[src/rtl/axi_crossbar_decerr_resp_if.sv]
// Signal bundle for the decode-error responder: the decoder's command channels
// plus the R, W and B channels the responder sources or sinks.
interface axi_crossbar_decerr_resp_if #(
    parameter int unsigned ID_WIDTH   = 8,
    parameter int unsigned DATA_WIDTH = 32
);
    logic [ID_WIDTH-1:0]   s_rc_id;
    logic [7:0]            s_rc_len;
    logic                  s_rc_valid;
    logic                  s_rc_ready;

    logic [ID_WIDTH-1:0]   m_axi_rid;
    logic [DATA_WIDTH-1:0] m_axi_rdata;
    logic [1:0]            m_axi_rresp;
    logic                  m_axi_rlast;
    logic                  m_axi_rvalid;
    logic                  m_axi_rready;

    logic [ID_WIDTH-1:0]   s_wc_id;
    logic                  s_wc_valid;
    logic                  s_wc_ready;

    logic                  s_axi_wlast;
    logic                  s_axi_wvalid;
    logic                  s_axi_wready;

    logic [ID_WIDTH-1:0]   m_axi_bid;
    logic [1:0]            m_axi_bresp;
    logic                  m_axi_bvalid;
    logic                  m_axi_bready;

    // Responder side.
    modport slave (
        input  s_rc_id, s_rc_len, s_rc_valid, m_axi_rready,
        input  s_wc_id, s_wc_valid, s_axi_wlast, s_axi_wvalid, m_axi_bready,
        output s_rc_ready, m_axi_rid, m_axi_rdata, m_axi_rresp, m_axi_rlast, m_axi_rvalid,
        output s_wc_ready, s_axi_wready, m_axi_bid, m_axi_bresp, m_axi_bvalid
    );

    // Decoder / crossbar side.
    modport master (
        output s_rc_id, s_rc_len, s_rc_valid, m_axi_rready,
        output s_wc_id, s_wc_valid, s_axi_wlast, s_axi_wvalid, m_axi_bready,
        input  s_rc_ready, m_axi_rid, m_axi_rdata, m_axi_rresp, m_axi_rlast, m_axi_rvalid,
        input  s_wc_ready, s_axi_wready, m_axi_bid, m_axi_bresp, m_axi_bvalid
    );
endinterface

[src/rtl/axi_crossbar_decerr_resp.sv]
// Answers crossbar requests that failed decode/security checks: full-length DECERR R bursts
// for reads, W-burst sink plus one DECERR B beat for writes. The two paths are independent.
module axi_crossbar_decerr_resp #(
    parameter int unsigned ID_WIDTH    = 8,
    parameter int unsigned DATA_WIDTH  = 32,
    parameter logic [1:0]  RESP_DECERR = 2'b11
) (
    input logic                       clk,
    input logic                       rst_n,
    axi_crossbar_decerr_resp_if.slave bus
);

    localparam logic       R_IDLE  = 1'b0;
    localparam logic       R_BURST = 1'b1;

    localparam logic [1:0] W_IDLE  = 2'd0;
    localparam logic [1:0] W_DRAIN = 2'd1;
    localparam logic [1:0] W_RESP  = 2'd2;

    // ------------------------------------------------------------------
    // Read path
    // ------------------------------------------------------------------
    logic                r_rd_state;
    logic                w_rd_state_nxt;
    logic                r_rc_ready;
    logic                w_rc_ready_nxt;
    logic                r_rvalid;
    logic                w_rvalid_nxt;
    logic                r_rlast;
    logic                w_rlast_nxt;
    logic [ID_WIDTH-1:0] r_rid;
    logic [ID_WIDTH-1:0] w_rid_nxt;
    logic [7:0]          r_rcnt;
    logic [7:0]          w_rcnt_nxt;

    logic                w_rc_fire;
    logic                w_r_fire;

    assign w_rc_fire = r_rc_ready & bus.s_rc_valid;
    assign w_r_fire  = r_rvalid & bus.m_axi_rready;

    // r_rcnt holds the beats still to go after the current one, so rlast is cnt==0.
    always_comb begin
        w_rd_state_nxt = r_rd_state;
        w_rc_ready_nxt = r_rc_ready;
        w_rvalid_nxt   = r_rvalid;
        w_rlast_nxt    = r_rlast;
        w_rid_nxt      = r_rid;
        w_rcnt_nxt     = r_rcnt;
        case (r_rd_state)
            R_IDLE: begin
                w_rc_ready_nxt = 1'b1;
                if (w_rc_fire) begin
                    w_rd_state_nxt = R_BURST;
                    w_rc_ready_nxt = 1'b0;
                    w_rvalid_nxt   = 1'b1;
                    w_rid_nxt      = bus.s_rc_id;
                    w_rcnt_nxt     = bus.s_rc_len;
                    w_rlast_nxt    = (bus.s_rc_len == 8'd0);
                end
            end
            R_BURST: begin
                if (w_r_fire) begin
                    if (r_rcnt == 8'd0) begin
                        w_rd_state_nxt = R_IDLE;
                        w_rvalid_nxt   = 1'b0;
                        w_rlast_nxt    = 1'b0;
                        w_rc_ready_nxt = 1'b1;
                    end else begin
                        w_rcnt_nxt  = r_rcnt - 8'd1;
                        w_rlast_nxt = (r_rcnt == 8'd1);
                    end
                end
            end
            default: begin
                w_rd_state_nxt = R_IDLE;
                w_rvalid_nxt   = 1'b0;
                w_rlast_nxt    = 1'b0;
                w_rc_ready_nxt = 1'b0;
            end
        endcase
    end

    always_ff @(posedge clk or negedge rst_n) begin
        if (!rst_n) begin
            r_rd_state <= R_IDLE;
            r_rc_ready <= 1'b0;
            r_rvalid   <= 1'b0;
            r_rlast    <= 1'b0;
            r_rid      <= '0;
            r_rcnt     <= 8'd0;
        end else begin
            r_rd_state <= w_rd_state_nxt;
            r_rc_ready <= w_rc_ready_nxt;
            r_rvalid   <= w_rvalid_nxt;
            r_rlast    <= w_rlast_nxt;
            r_rid      <= w_rid_nxt;
            r_rcnt     <= w_rcnt_nxt;
        end
    end

    assign bus.s_rc_ready   = r_rc_ready;
    assign bus.m_axi_rid    = r_rid;
    assign bus.m_axi_rdata  = {DATA_WIDTH{1'b0}};
    assign bus.m_axi_rresp  = RESP_DECERR;
    assign bus.m_axi_rlast  = r_rlast;
    assign bus.m_axi_rvalid = r_rvalid;

    // ------------------------------------------------------------------
    // Write path
    // ------------------------------------------------------------------
    logic [1:0]          r_wr_state;
    logic [1:0]          w_wr_state_nxt;
    logic                r_wc_ready;
    logic                w_wc_ready_nxt;
    logic                r_wready;
    logic                w_wready_nxt;
    logic                r_bvalid;
    logic                w_bvalid_nxt;
    logic [ID_WIDTH-1:0] r_bid;
    logic [ID_WIDTH-1:0] w_bid_nxt;

    logic                w_wc_fire;
    logic                w_w_fire;
    logic                w_b_fire;

    assign w_wc_fire = r_wc_ready & bus.s_wc_valid;
    assign w_w_fire  = r_wready & bus.s_axi_wvalid;
    assign w_b_fire  = r_bvalid & bus.m_axi_bready;

    always_comb begin
        w_wr_state_nxt = r_wr_state;
        w_wc_ready_nxt = r_wc_ready;
        w_wready_nxt   = r_wready;
        w_bvalid_nxt   = r_bvalid;
        w_bid_nxt      = r_bid;
        case (r_wr_state)
            W_IDLE: begin
                w_wc_ready_nxt = 1'b1;
                if (w_wc_fire) begin
                    w_wr_state_nxt = W_DRAIN;
                    w_wc_ready_nxt = 1'b0;
                    w_wready_nxt   = 1'b1;
                    w_bid_nxt      = bus.s_wc_id;
                end
            end
            W_DRAIN: begin
                // Data is dropped; only wlast matters.
                if (w_w_fire && bus.s_axi_wlast) begin
                    w_wr_state_nxt = W_RESP;
                    w_wready_nxt   = 1'b0;
                    w_bvalid_nxt   = 1'b1;
                end
            end
            W_RESP: begin
                if (w_b_fire) begin
                    w_wr_state_nxt = W_IDLE;
                    w_bvalid_nxt   = 1'b0;
                    w_wc_ready_nxt = 1'b1;
                end
            end
            default: begin
                w_wr_state_nxt = W_IDLE;
                w_wc_ready_nxt = 1'b0;
                w_wready_nxt   = 1'b0;
                w_bvalid_nxt   = 1'b0;
            end
        endcase
    end

    always_ff @(posedge clk or negedge rst_n) begin
        if (!rst_n) begin
            r_wr_state <= W_IDLE;
            r_wc_ready <= 1'b0;
            r_wready   <= 1'b0;
            r_bvalid   <= 1'b0;
            r_bid      <= '0;
        end else begin
            r_wr_state <= w_wr_state_nxt;
            r_wc_ready <= w_wc_ready_nxt;
            r_wready   <= w_wready_nxt;
            r_bvalid   <= w_bvalid_nxt;
            r_bid      <= w_bid_nxt;
        end
    end

    assign bus.s_wc_ready   = r_wc_ready;
    assign bus.s_axi_wready = r_wready;
    assign bus.m_axi_bid    = r_bid;
    assign bus.m_axi_bresp  = RESP_DECERR;
    assign bus.m_axi_bvalid = r_bvalid;

    // ------------------------------------------------------------------
    // Protocol invariants
    // ------------------------------------------------------------------
    a_rlast_has_valid : assert property (@(posedge clk) disable iff (!rst_n)
        r_rlast |-> r_rvalid);
    a_r_stable_stall : assert property (@(posedge clk) disable iff (!rst_n)
        (r_rvalid && !bus.m_axi_rready) |=> (r_rvalid && $stable(r_rid) && $stable(r_rlast)));
    a_rc_ready_idle : assert property (@(posedge clk) disable iff (!rst_n)
        r_rc_ready |-> !r_rvalid);
    a_w_b_exclusive : assert property (@(posedge clk) disable iff (!rst_n)
        !(r_wready && r_bvalid));
    a_wc_ready_idle : assert property (@(posedge clk) disable iff (!rst_n)
        r_wc_ready |-> !(r_wready || r_bvalid));

endmodule
[src/flat_wrapper.sv]
// flat-port wrapper written by rule: the top's interface ports become plain ports
module axi_crossbar_decerr_resp_flat 
#(
    parameter int unsigned ID_WIDTH    = 8,
    parameter int unsigned DATA_WIDTH  = 32,
    parameter logic [1:0]  RESP_DECERR = 2'b11
)
  (clk, rst_n, bus_s_rc_id, bus_s_rc_len, bus_s_rc_valid, bus_m_axi_rready, bus_s_wc_id, bus_s_wc_valid, bus_s_axi_wlast, bus_s_axi_wvalid, bus_m_axi_bready, bus_s_rc_ready, bus_m_axi_rid, bus_m_axi_rdata, bus_m_axi_rresp, bus_m_axi_rlast, bus_m_axi_rvalid, bus_s_wc_ready, bus_s_axi_wready, bus_m_axi_bid, bus_m_axi_bresp, bus_m_axi_bvalid);
  axi_crossbar_decerr_resp_if #(.ID_WIDTH(ID_WIDTH), .DATA_WIDTH(DATA_WIDTH)) bus_i ();
  input logic clk;
  input logic rst_n;
  input wire logic [$bits(bus_i.s_rc_id)-1:0] bus_s_rc_id;
  input wire logic [$bits(bus_i.s_rc_len)-1:0] bus_s_rc_len;
  input wire logic [$bits(bus_i.s_rc_valid)-1:0] bus_s_rc_valid;
  input wire logic [$bits(bus_i.m_axi_rready)-1:0] bus_m_axi_rready;
  input wire logic [$bits(bus_i.s_wc_id)-1:0] bus_s_wc_id;
  input wire logic [$bits(bus_i.s_wc_valid)-1:0] bus_s_wc_valid;
  input wire logic [$bits(bus_i.s_axi_wlast)-1:0] bus_s_axi_wlast;
  input wire logic [$bits(bus_i.s_axi_wvalid)-1:0] bus_s_axi_wvalid;
  input wire logic [$bits(bus_i.m_axi_bready)-1:0] bus_m_axi_bready;
  output wire logic [$bits(bus_i.s_rc_ready)-1:0] bus_s_rc_ready;
  output wire logic [$bits(bus_i.m_axi_rid)-1:0] bus_m_axi_rid;
  output wire logic [$bits(bus_i.m_axi_rdata)-1:0] bus_m_axi_rdata;
  output wire logic [$bits(bus_i.m_axi_rresp)-1:0] bus_m_axi_rresp;
  output wire logic [$bits(bus_i.m_axi_rlast)-1:0] bus_m_axi_rlast;
  output wire logic [$bits(bus_i.m_axi_rvalid)-1:0] bus_m_axi_rvalid;
  output wire logic [$bits(bus_i.s_wc_ready)-1:0] bus_s_wc_ready;
  output wire logic [$bits(bus_i.s_axi_wready)-1:0] bus_s_axi_wready;
  output wire logic [$bits(bus_i.m_axi_bid)-1:0] bus_m_axi_bid;
  output wire logic [$bits(bus_i.m_axi_bresp)-1:0] bus_m_axi_bresp;
  output wire logic [$bits(bus_i.m_axi_bvalid)-1:0] bus_m_axi_bvalid;
  assign bus_i.s_rc_id = bus_s_rc_id;
  assign bus_i.s_rc_len = bus_s_rc_len;
  assign bus_i.s_rc_valid = bus_s_rc_valid;
  assign bus_i.m_axi_rready = bus_m_axi_rready;
  assign bus_i.s_wc_id = bus_s_wc_id;
  assign bus_i.s_wc_valid = bus_s_wc_valid;
  assign bus_i.s_axi_wlast = bus_s_axi_wlast;
  assign bus_i.s_axi_wvalid = bus_s_axi_wvalid;
  assign bus_i.m_axi_bready = bus_m_axi_bready;
  assign bus_s_rc_ready = bus_i.s_rc_ready;
  assign bus_m_axi_rid = bus_i.m_axi_rid;
  assign bus_m_axi_rdata = bus_i.m_axi_rdata;
  assign bus_m_axi_rresp = bus_i.m_axi_rresp;
  assign bus_m_axi_rlast = bus_i.m_axi_rlast;
  assign bus_m_axi_rvalid = bus_i.m_axi_rvalid;
  assign bus_s_wc_ready = bus_i.s_wc_ready;
  assign bus_s_axi_wready = bus_i.s_axi_wready;
  assign bus_m_axi_bid = bus_i.m_axi_bid;
  assign bus_m_axi_bresp = bus_i.m_axi_bresp;
  assign bus_m_axi_bvalid = bus_i.m_axi_bvalid;
  axi_crossbar_decerr_resp #(.ID_WIDTH(ID_WIDTH), .DATA_WIDTH(DATA_WIDTH), .RESP_DECERR(RESP_DECERR)) u_core (.clk(clk), .rst_n(rst_n), .bus(bus_i));
endmodule
[config.mk]
export PLATFORM = sky130hd
export DESIGN_NAME = axi_crossbar_decerr_resp_flat
export DESIGN_NICKNAME = d
export VERILOG_FILES = /design/src/rtl/axi_crossbar_decerr_resp_if.sv /design/src/rtl/axi_crossbar_decerr_resp.sv /design/src/flat_wrapper.sv
export SDC_FILE = /design/constraint.sdc
export NUM_CORES = 1
export LEC_CHECK = 0
export BUFFER_PORTS_ARGS = -buffer_cell sky130_fd_sc_hd__buf_2
export CORE_ASPECT_RATIO = 1.1
export CORE_MARGIN = 2
export CORE_UTILIZATION = 35
export DETAILED_ROUTE_END_ITERATION = 7
export PLACE_DENSITY_LB_ADDON = 0.05
export SLEW_MARGIN = 0
export SYNTH_ARGS = -nofsm -noshare
export SYNTH_HDL_FRONTEND = slang
export SYNTH_SLANG_ARGS = --single-unit
[constraint.sdc]
create_clock -name clk -period 2.4 [get_ports clk]
set_clock_uncertainty 0.2 [all_clocks]
set_input_delay 0.36 -clock clk [delete_from_list [all_inputs] [get_ports clk]]
set_output_delay 0.36 -clock clk [all_outputs]
set_load 0.01 [all_outputs]
Word level (Yosys, flattened, before mapping). Index checks and enable logic that the tools add are counted. Widths: inputs -> output; s select.

$add $sub $neg: 1. Multipliers: 0. Divide/modulo/power cells: 0. $lt $le $gt $ge: 0. Eq/ne operators: 10. Shift-type cells: 0. Muxes and demuxes: 33. Bitwise operators: 9. Reductions and logical operators: 14.

Operators by type and width (number): $mux 8 (3); $mux 1 (18); $logic_not 8->1 (2); $pmux 8 s2 (1); $reduce_and 3->1 (5); $reduce_and 2->1 (5); $pmux 1 s3 (3); $eq 8x1->1 const B (1); $ne 2x1->1 const B (4); $pmux 1 s2 (4); $sub 8x1->8 const B (1); $mux 2 (3); $ne 2x2->1 const B (3); $pmux 2 s3 (1); $and 1x1->1 (5); $not 1->1 (4); $eq 2x1->1 const B (1); $eq 2x2->1 const B (1); $logic_not 2->1 (1); $logic_and 1x1->1 (1).

Register bits: 33. Bits in latches: 0. Memory bits (writable): 0. Memory bits (read-only): 0. Input port bits: 32. Output and inout port bits: 58. Word-level logic and storage cells: 78. Memories kept: 0.

Logic depth before layout (Yosys ltp). Gate-level depths: netlist of run 1.

Depth in word-level cells: 4. Mapped depth: 6. Depth with buffers taken out: 6.

Worst setup path after synthesis of run 1. OpenSTA, ideal clock, no wires.

Kind: register -> register. Start: register u_core.r_rcnt[0]. End: register u_core.r_rcnt[4]. Data arrival time: 1471 ps. Path slack: 595 ps. Cell stages (with the launch flop): 7. Path buffers: 0. Path through: dfrtp_1 inv_1 ha_1 or3b_4 and3_4 a221oi_2 o31ai_1.

Word-level cells in the longest chain between the ends: 4. Elaborated cells on any way between the ends: 7.

RTL lines: from (decl) (line axi_crossbar_decerr_resp.sv:33) `logic [7:0] r_rcnt;`; from (signal assigned) (line axi_crossbar_decerr_resp.sv:98) `r_rcnt <= w_rcnt_nxt;`; $sub 8x1->8 (line axi_crossbar_decerr_resp.sv:70) `w_rcnt_nxt = r_rcnt - 8'd1;`; $mux 8 (line axi_crossbar_decerr_resp.sv:64) `if (r_rcnt == 8'd0) begin`; $mux 8 (line axi_crossbar_decerr_resp.sv:63) `if (w_r_fire) begin`; $pmux 8 s2 (line axi_crossbar_decerr_resp.sv:50) `case (r_rd_state)`.

Several ways; a longest one is shown, not always the timed one. The select of a mux whose other input is x is not followed. A chain may end at the register's enable or synchronous reset.

Worst setup path after layout of run 1. Same ends and word-level chain as after synthesis.

==> impl_metrics.yaml, run 1 <==
outcome:
  status: "complete, no violations"
sta:
  rsz0062_at_grt: "false"
  period_share_pct: 80.2
  fmax_ghz: 0.519
  finalSetupTns_ns: 0
  finalCriticalPeriod_ns: 1.93
  worstMarginPinSlew_ns: 0.760
  layout_setup_ws_ns: 0.474
  slew_violations: 0
  hold_viol: 0
  setup_violations: 0
  slew-limit-headroom_pct: 49.4
global_route:
  grtUsageTotal_pct: 13.8
  grt_antenna_before_repair: 0
  grt_max_degree: 34
  first_global_vias: 1310
  grt_overflow: 0
  grt_pass1_wl_mm: 6.40
worst_setup_path:
  cp-start-kind: "register"
  ff2ff_setup_slack_ns: 0.47
  rr_worst_depth: 6
  r2r_end: "u_core.r_rcnt[4]$_DFFE_PN0P_"
  cp-end-kind: "register"
  reg2reg_from: "u_core.r_rcnt[0]$_DFFE_PN0P_"
  crit_fanout: 6
  required_ns: 2.35
  critPathKind: "reg -> reg"
  worst_ep_arrival_time_ns: 1.88
clocking:
  cts_root_buf: "clkbuf_8"
  cts-hold-fix-buffers: 1
  clockBufferDepth: 2
  insertion_delay_ns: 0.28
  cts_resized: 0
  cts_made_buffers: 5
  cts_setup_buffers: 0
  tritoncts: "built"
  clkTransAtPathRegs_ns: 0.07
  h-tree-depth: 2
  cts_sinks: 33
placement:
  dpl.hpwl_mm: 2.98
  dpl-instance-area_mm2: 0.00214
  place_congestion: 0.799
  pre_cts_ws_ns: 0.482
  place.port_buffers: 53
route:
  vias_per_cell: 4.46
  vias: 1468
  drt-initial-drc-count: 63
  drc: 0
  wl_per_cell_um: 12.1
  antenna_left: 0
  drtPass1Iterations: 4
  wl_mm: 3.98
yosys:
  synth_top_area_cell: "dfrtp_1"
  syn_area_mm2: 0.00195
  ys_types: 41
  post_synth.cell_area_avg_um2: 9.83
  netlist.area_leader.share_pct: 42.4
  ys_seq_elements: 33
  synthFlopType: "dfrtp_1"
  yosys_warnings: 0
  synth-edff-count: 0
  synthesis.instances: 198
  yosysSeqAreaShare_pct: 42.4
  synthTopCellsByArea: "dfrtp_1 42%, buf_4 14%, nand2_1 7.3%"
  async_reset_ff_share_pct: 100
power:
  p_per_area_mw_per_mm2: 718
  peakVddDrop_mv: 0.448
  p_leak_nw: 1.22
die:
  dieHeight_um: 82.2
  rows: 28
  die_x_um: 75.1
  core-area_mm2: 0.00536
  io_pins: 90
  initial_utilization_pct: 36.3
  fp.dieArea_mm2: 0.00618
cells_and_area:
  nNetsFinal: 288
  n_fill_cell: 541
  final_area_mm2: 0.00224
  syn_to_final_growth_pct: 14.8
  num_antenna_cells: 0
  drive_gt1_share_pct: 31.9
min_path:
  hold_depth: 3
  hold_path_end: "u_core.bus.m_axi_rid[2]$_DFFE_PN0P_"
  hold_start: "bus_s_rc_id[2]"
  worstHoldPathType: "in -> reg"
job:
  drv_cap: 0
==> registers in the layout, indices dropped and copies added, names as in the netlist <==
name	cells
u_core.r_rd_state	1
u_core.r_rcnt	8
u_core.bus.m_axi_rid	8
u_core.bus.m_axi_rlast	1
u_core.bus.s_rc_ready	1
u_core.bus.m_axi_rvalid	1
u_core.bus.m_axi_bvalid	1
u_core.bus.s_wc_ready	1
u_core.bus.s_axi_wready	1
u_core.bus.m_axi_bid	8
u_core.r_wr_state	2
==> worst max-delay path: stages (launching register included) <==
cell	delay [ns]
dfrtp_1	0.43
inv_1	0.12
ha_1	0.20
or3b_4	0.41
and3_4	0.19
a221oi_2	0.15
o31ai_1	0.10
==> power breakdown <==
group / switching [mW] / total [mW] / leakage (nW) / internal (mW)
Sequential: 0.0920 / 0.754 / 0.420 / 0.662
Clock: 0.196 / 0.396 / 0.0450 / 0.201
Combinational: 0.208 / 0.454 / 0.759 / 0.246
==> kinds of logic (layout without fill, tap and decap cells) <==
| kind of cell | Yosys count | after routing | share of synthesized area (%) |
|---|---|---|---|
| AND/OR/NAND/NOR | 76 | 76 | 21.5 |
| adder cells (fa/ha/maj) | 3 | 3 | 1.93 |
| multiplexers | 10 | 10 | 7.20 |
| buffers and inverters | 45 | 67 | 16.1 |
| AO/OA/AOI/OAI | 29 | 29 | 10.5 |
| other | 2 | 36 | 0.386 |
| flip-flops | 33 | 33 | 42.4 |
==> synth_stat cells (3+ instances only) <==
cell type   n
nand2_1    38
buf_4      36
dfrtp_1    33
nor2_1     13
mux2_4      8
o21ai_1     6
o21ai_0     5
a21oi_1     4
inv_1       4
nand3_1     4
clkbuf_1    3
ha_1        3
nor3_1      3
nor4_1      3
==> how the worst max path moves through the flow <==
stage                                 startpoint                      endpoint  depth (start not counted)
floorplan           u_core.r_rcnt[0]$_DFFE_PN0P_  u_core.r_rcnt[4]$_DFFE_PN0P_                          6
global placement    u_core.r_rcnt[0]$_DFFE_PN0P_  u_core.r_rcnt[4]$_DFFE_PN0P_                          6
detailed placement  u_core.r_rcnt[0]$_DFFE_PN0P_  u_core.r_rcnt[4]$_DFFE_PN0P_                          6
CTS                 u_core.r_rcnt[0]$_DFFE_PN0P_  u_core.r_rcnt[4]$_DFFE_PN0P_                          6
global route        u_core.r_rcnt[0]$_DFFE_PN0P_  u_core.r_rcnt[4]$_DFFE_PN0P_                          6
finish              u_core.r_rcnt[0]$_DFFE_PN0P_  u_core.r_rcnt[4]$_DFFE_PN0P_                          6
==> per-stage QoR <==
stage	hold WS, ns	power (mW)	utilization (%)	cells
final	0.0697	1.60	41.7	329
after global routing	0.0746	1.71	41.7	329
after CTS	0.0580	1.63	41.7	329
after detailed placement	0.262	1.22	40.0	320
after global placement	0.263	1.22	40.0	320
after floorplan	-0.136	1.09	-	232
==> final cells by class <==
class                           instances  area (µm²)  area share (%)
Sequential cell                        33         826            36.9
Timing Repair Buffer                   55         283            12.6
Multi-Input combinational cell        154         936            41.9
Clock inverter                          2        10.0           0.448
Clock buffer                            6        72.6            3.25
Inverter                                4        15.0           0.672
Tap cell                               75        93.8            4.20
==> layout by cell type, fill, tap and decap left out, types with 3 or more instances in the layout <==
cell type,netlist,layout
nor4_1,3,3
buf_2,1,53
ha_1,3,3
conb_1,2,36
nor3_1,3,3
nand2_1,38,38
a21oi_1,4,4
dfrtp_1,33,33
mux2_4,8,8
inv_1,4,4
nor2_1,13,13
o21ai_0,5,5
clkbuf_8,0,5
o21ai_1,6,6
nand3_1,4,4
==> metal layers <==
metal  global-route usage (%)  vias up  routed length [µm]
li1                         -      714                   -
met4                     4.82        0                  64
met3                     4.49        8                 259
met1                     17.7      698                1760
met2                     21.8       48                1900
met5                        0        -                   0
No activity file was read; power rests on OpenSTA's default activity.
==> run 2: changes to the inputs <==
clock period = 1.7 ns   (was 2.4 ns; I/O delays follow)
==> run 2 against run 1 <==
The run now ends with setup timing left. Cell area is 18% higher. Combinational power is 62% higher. Cell count is 12% higher. Die area stayed put. Critical path type unchanged. Global-route usage is 1.2 points higher. Utilization is 7.7 points higher. Worst hold slack worse by 0.055 ns. First-iteration DRC count is 30% higher. Highest routed layer unchanged. Clock power is 94% higher. Sequential share of layout area is 5.7 points lower. Worst setup slack worse by 0.54 ns. Via count is 8.0% higher.
==> impl_metrics.yaml, run 2 (synthesized netlist as in run 1, its figures left out) <==
clocking:
  clockBufferDepth: 2
  cts_made_buffers: 5
  cts_root_buf: "clkbuf_8"
  clkTransAtPathRegs_ns: 0.07
  tritoncts: "built"
  cts_sinks: 33
  insertion_delay_ns: 0.28
  h-tree-depth: 2
route:
  drc: 0
  vias: 1585
  drtPass1Iterations: 4
  antenna_left: 0
  wl_per_cell_um: 11.7
  drt-initial-drc-count: 82
  wl_mm: 4.31
  vias_per_cell: 4.32
sta:
  period_share_pct: 104
  slew_violations: 0
  setup_violations: 5
  rsz0062_at_grt: "true"
  fmax_ghz: 0.568
  hold_viol: 0
  layout_setup_ws_ns: -0.0620
  hold_ws_ns: 0.0143
  finalCriticalPeriod_ns: 1.76
placement:
  place_congestion: 0.770
  pre_cts_ws_ns: -0.151
  dp_cells: 340
  dpl.hpwl_mm: 3.13
  place.port_buffers: 53
worst_setup_path:
  critPathTopFamily: "simple AND/OR/NAND/NOR gates"
  r2r_end: "u_core.r_rcnt[4]$_DFFE_PN0P_"
  critPathKind: "reg -> reg"
  crit_buf_inv: 1
  ff2ff_setup_slack_ns: -0.06
  cp-start-kind: "register"
  crit_end: "u_core.r_rcnt[4]$_DFFE_PN0P_"
  crit_fanout: 4
  worst_ep_arrival_time_ns: 1.72
  cp-end-kind: "register"
  cp.depth: 6
  worstPathCellList: "inv_2 > ha_4 > or3b_4 > and3_4 > a221oi_2 > o31ai_1"
  reg2reg_from: "u_core.r_rcnt[1]$_DFFE_PN0P_"
  required_ns: 1.66
  worst_path_largest_cell_delay_ns: 0.39
  cp-startpoint: "u_core.r_rcnt[1]$_DFFE_PN0P_"
  rr_worst_depth: 6
  slowest_stage: "dfrtp_1"
global_route:
  grtUsageTotal_pct: 15.0
  grt_antenna_before_repair: 0
  grt_overflow: 0
  grt_pass1_wl_mm: 7.00
  grt_max_degree: 34
  first_global_vias: 1503
die:
  dieHeight_um: 82.2
  rows: 28
  initial_utilization_pct: 36.3
  io_pins: 90
  fp.dieArea_mm2: 0.00618
  core-area_mm2: 0.00536
  die_x_um: 75.1
outcome:
  failed_checks: "setup timing"
  status: "finished, violations left"
power:
  peakVddDrop_mv: 0.408
  power_mw: 2.55
  p_per_area_mw_per_mm2: 962
  p_leak_nw: 1.42
cells_and_area:
  final_cell_mix: "53 x buf_2, 37 x nand2_1, 36 x conb_1"
  num_antenna_cells: 0
  syn_to_final_growth_pct: 35.9
  drive_gt1_share_pct: 38.7
  fin_cells: 367
  final_common_cell: "buf_2"
  nNetsFinal: 326
  n_fill_cell: 553
job:
  drv_cap: 0
min_path:
  worstHoldPathType: "in -> reg"
## run 2: cell count changes in the layout (fill, tap and decap cells not counted), sizes merged
cell / change
clkbuf: +1
clkinv: -2
bufinv: +1
dlygate4sd3: +15
buf: +23
## run 2: cell type report
cell class | count | area (µm²) | area share, %
sequential | 33 | 826 | 31.2
multi-input combinational | 154 | 973 | 36.8
clock buffer | 7 | 86.3 | 3.26
clock inverter | 1 | 30.0 | 1.13
inverter | 4 | 15.0 | 0.567
tap | 75 | 93.8 | 3.55
timing repair buffer | 93 | 622 | 23.5
## run 2: timing repair
item / CTS / global route
pin swaps: 3 / 6
hold buffers: 16 / 0
hold endpoints to repair: 48 / 0
setup endpoints to repair: 6 / 10
setup buffers: 2 / 1
resized for setup: 1 / 6
## run 2: worst min-delay path by stage
stage / from / endpoint / depth (start not counted)
after CTS: bus_s_wc_id[6] / u_core.bus.m_axi_bid[6]$_DFFE_PN0P_ / 2
after global placement: rst_n / u_core.bus.m_axi_bvalid$_DFFE_PN0P_ / 2
final: bus_s_wc_id[6] / u_core.bus.m_axi_bid[6]$_DFFE_PN0P_ / 2
after floorplan: rst_n / u_core.bus.m_axi_bid[0]$_DFFE_PN0P_ / 0
after detailed placement: rst_n / u_core.bus.m_axi_bvalid$_DFFE_PN0P_ / 2
after global routing: bus_s_wc_id[6] / u_core.bus.m_axi_bid[6]$_DFFE_PN0P_ / 2
## run 2: metrics by stage
stage	util [%]	area (µm²)	setup TNS, ns
after global placement	43.3	2320	-0.261
after floorplan	-	2090	-0.0700
final	49.4	2650	-0.218
after detailed placement	43.3	2320	-0.422
after global routing	49.4	2650	-0.937
after CTS	48.8	2610	-0.184
## run 2: worst reg2reg max path: cells and delay by family, from the launching register on
kind	cells	cell delay [ns]
AOI/OAI and AO/OA	2	0.26
buffers and inverters	1	0.11
DFF	1	0.39
and+or+nand+nor	2	0.55
adders and majority gates	1	0.14
## run 2: layer usage
metal  up-vias  track usage, %  share of wire, %
met2        52            22.8                46
met4         0            5.89               1.4
met1       744            20.3                47
met5         -               0                 0
li1        784               -                 -
met3         5            3.88               5.7
## run 2: report_power, final
part	switching (mW)	total, mW	leakage, nW	internal (mW)
Clock	0.290	0.768	0.0585	0.478
Combinational	0.330	0.735	0.941	0.406
Sequential	0.108	1.04	0.420	0.935
Total	0.727	2.55	1.42	1.82
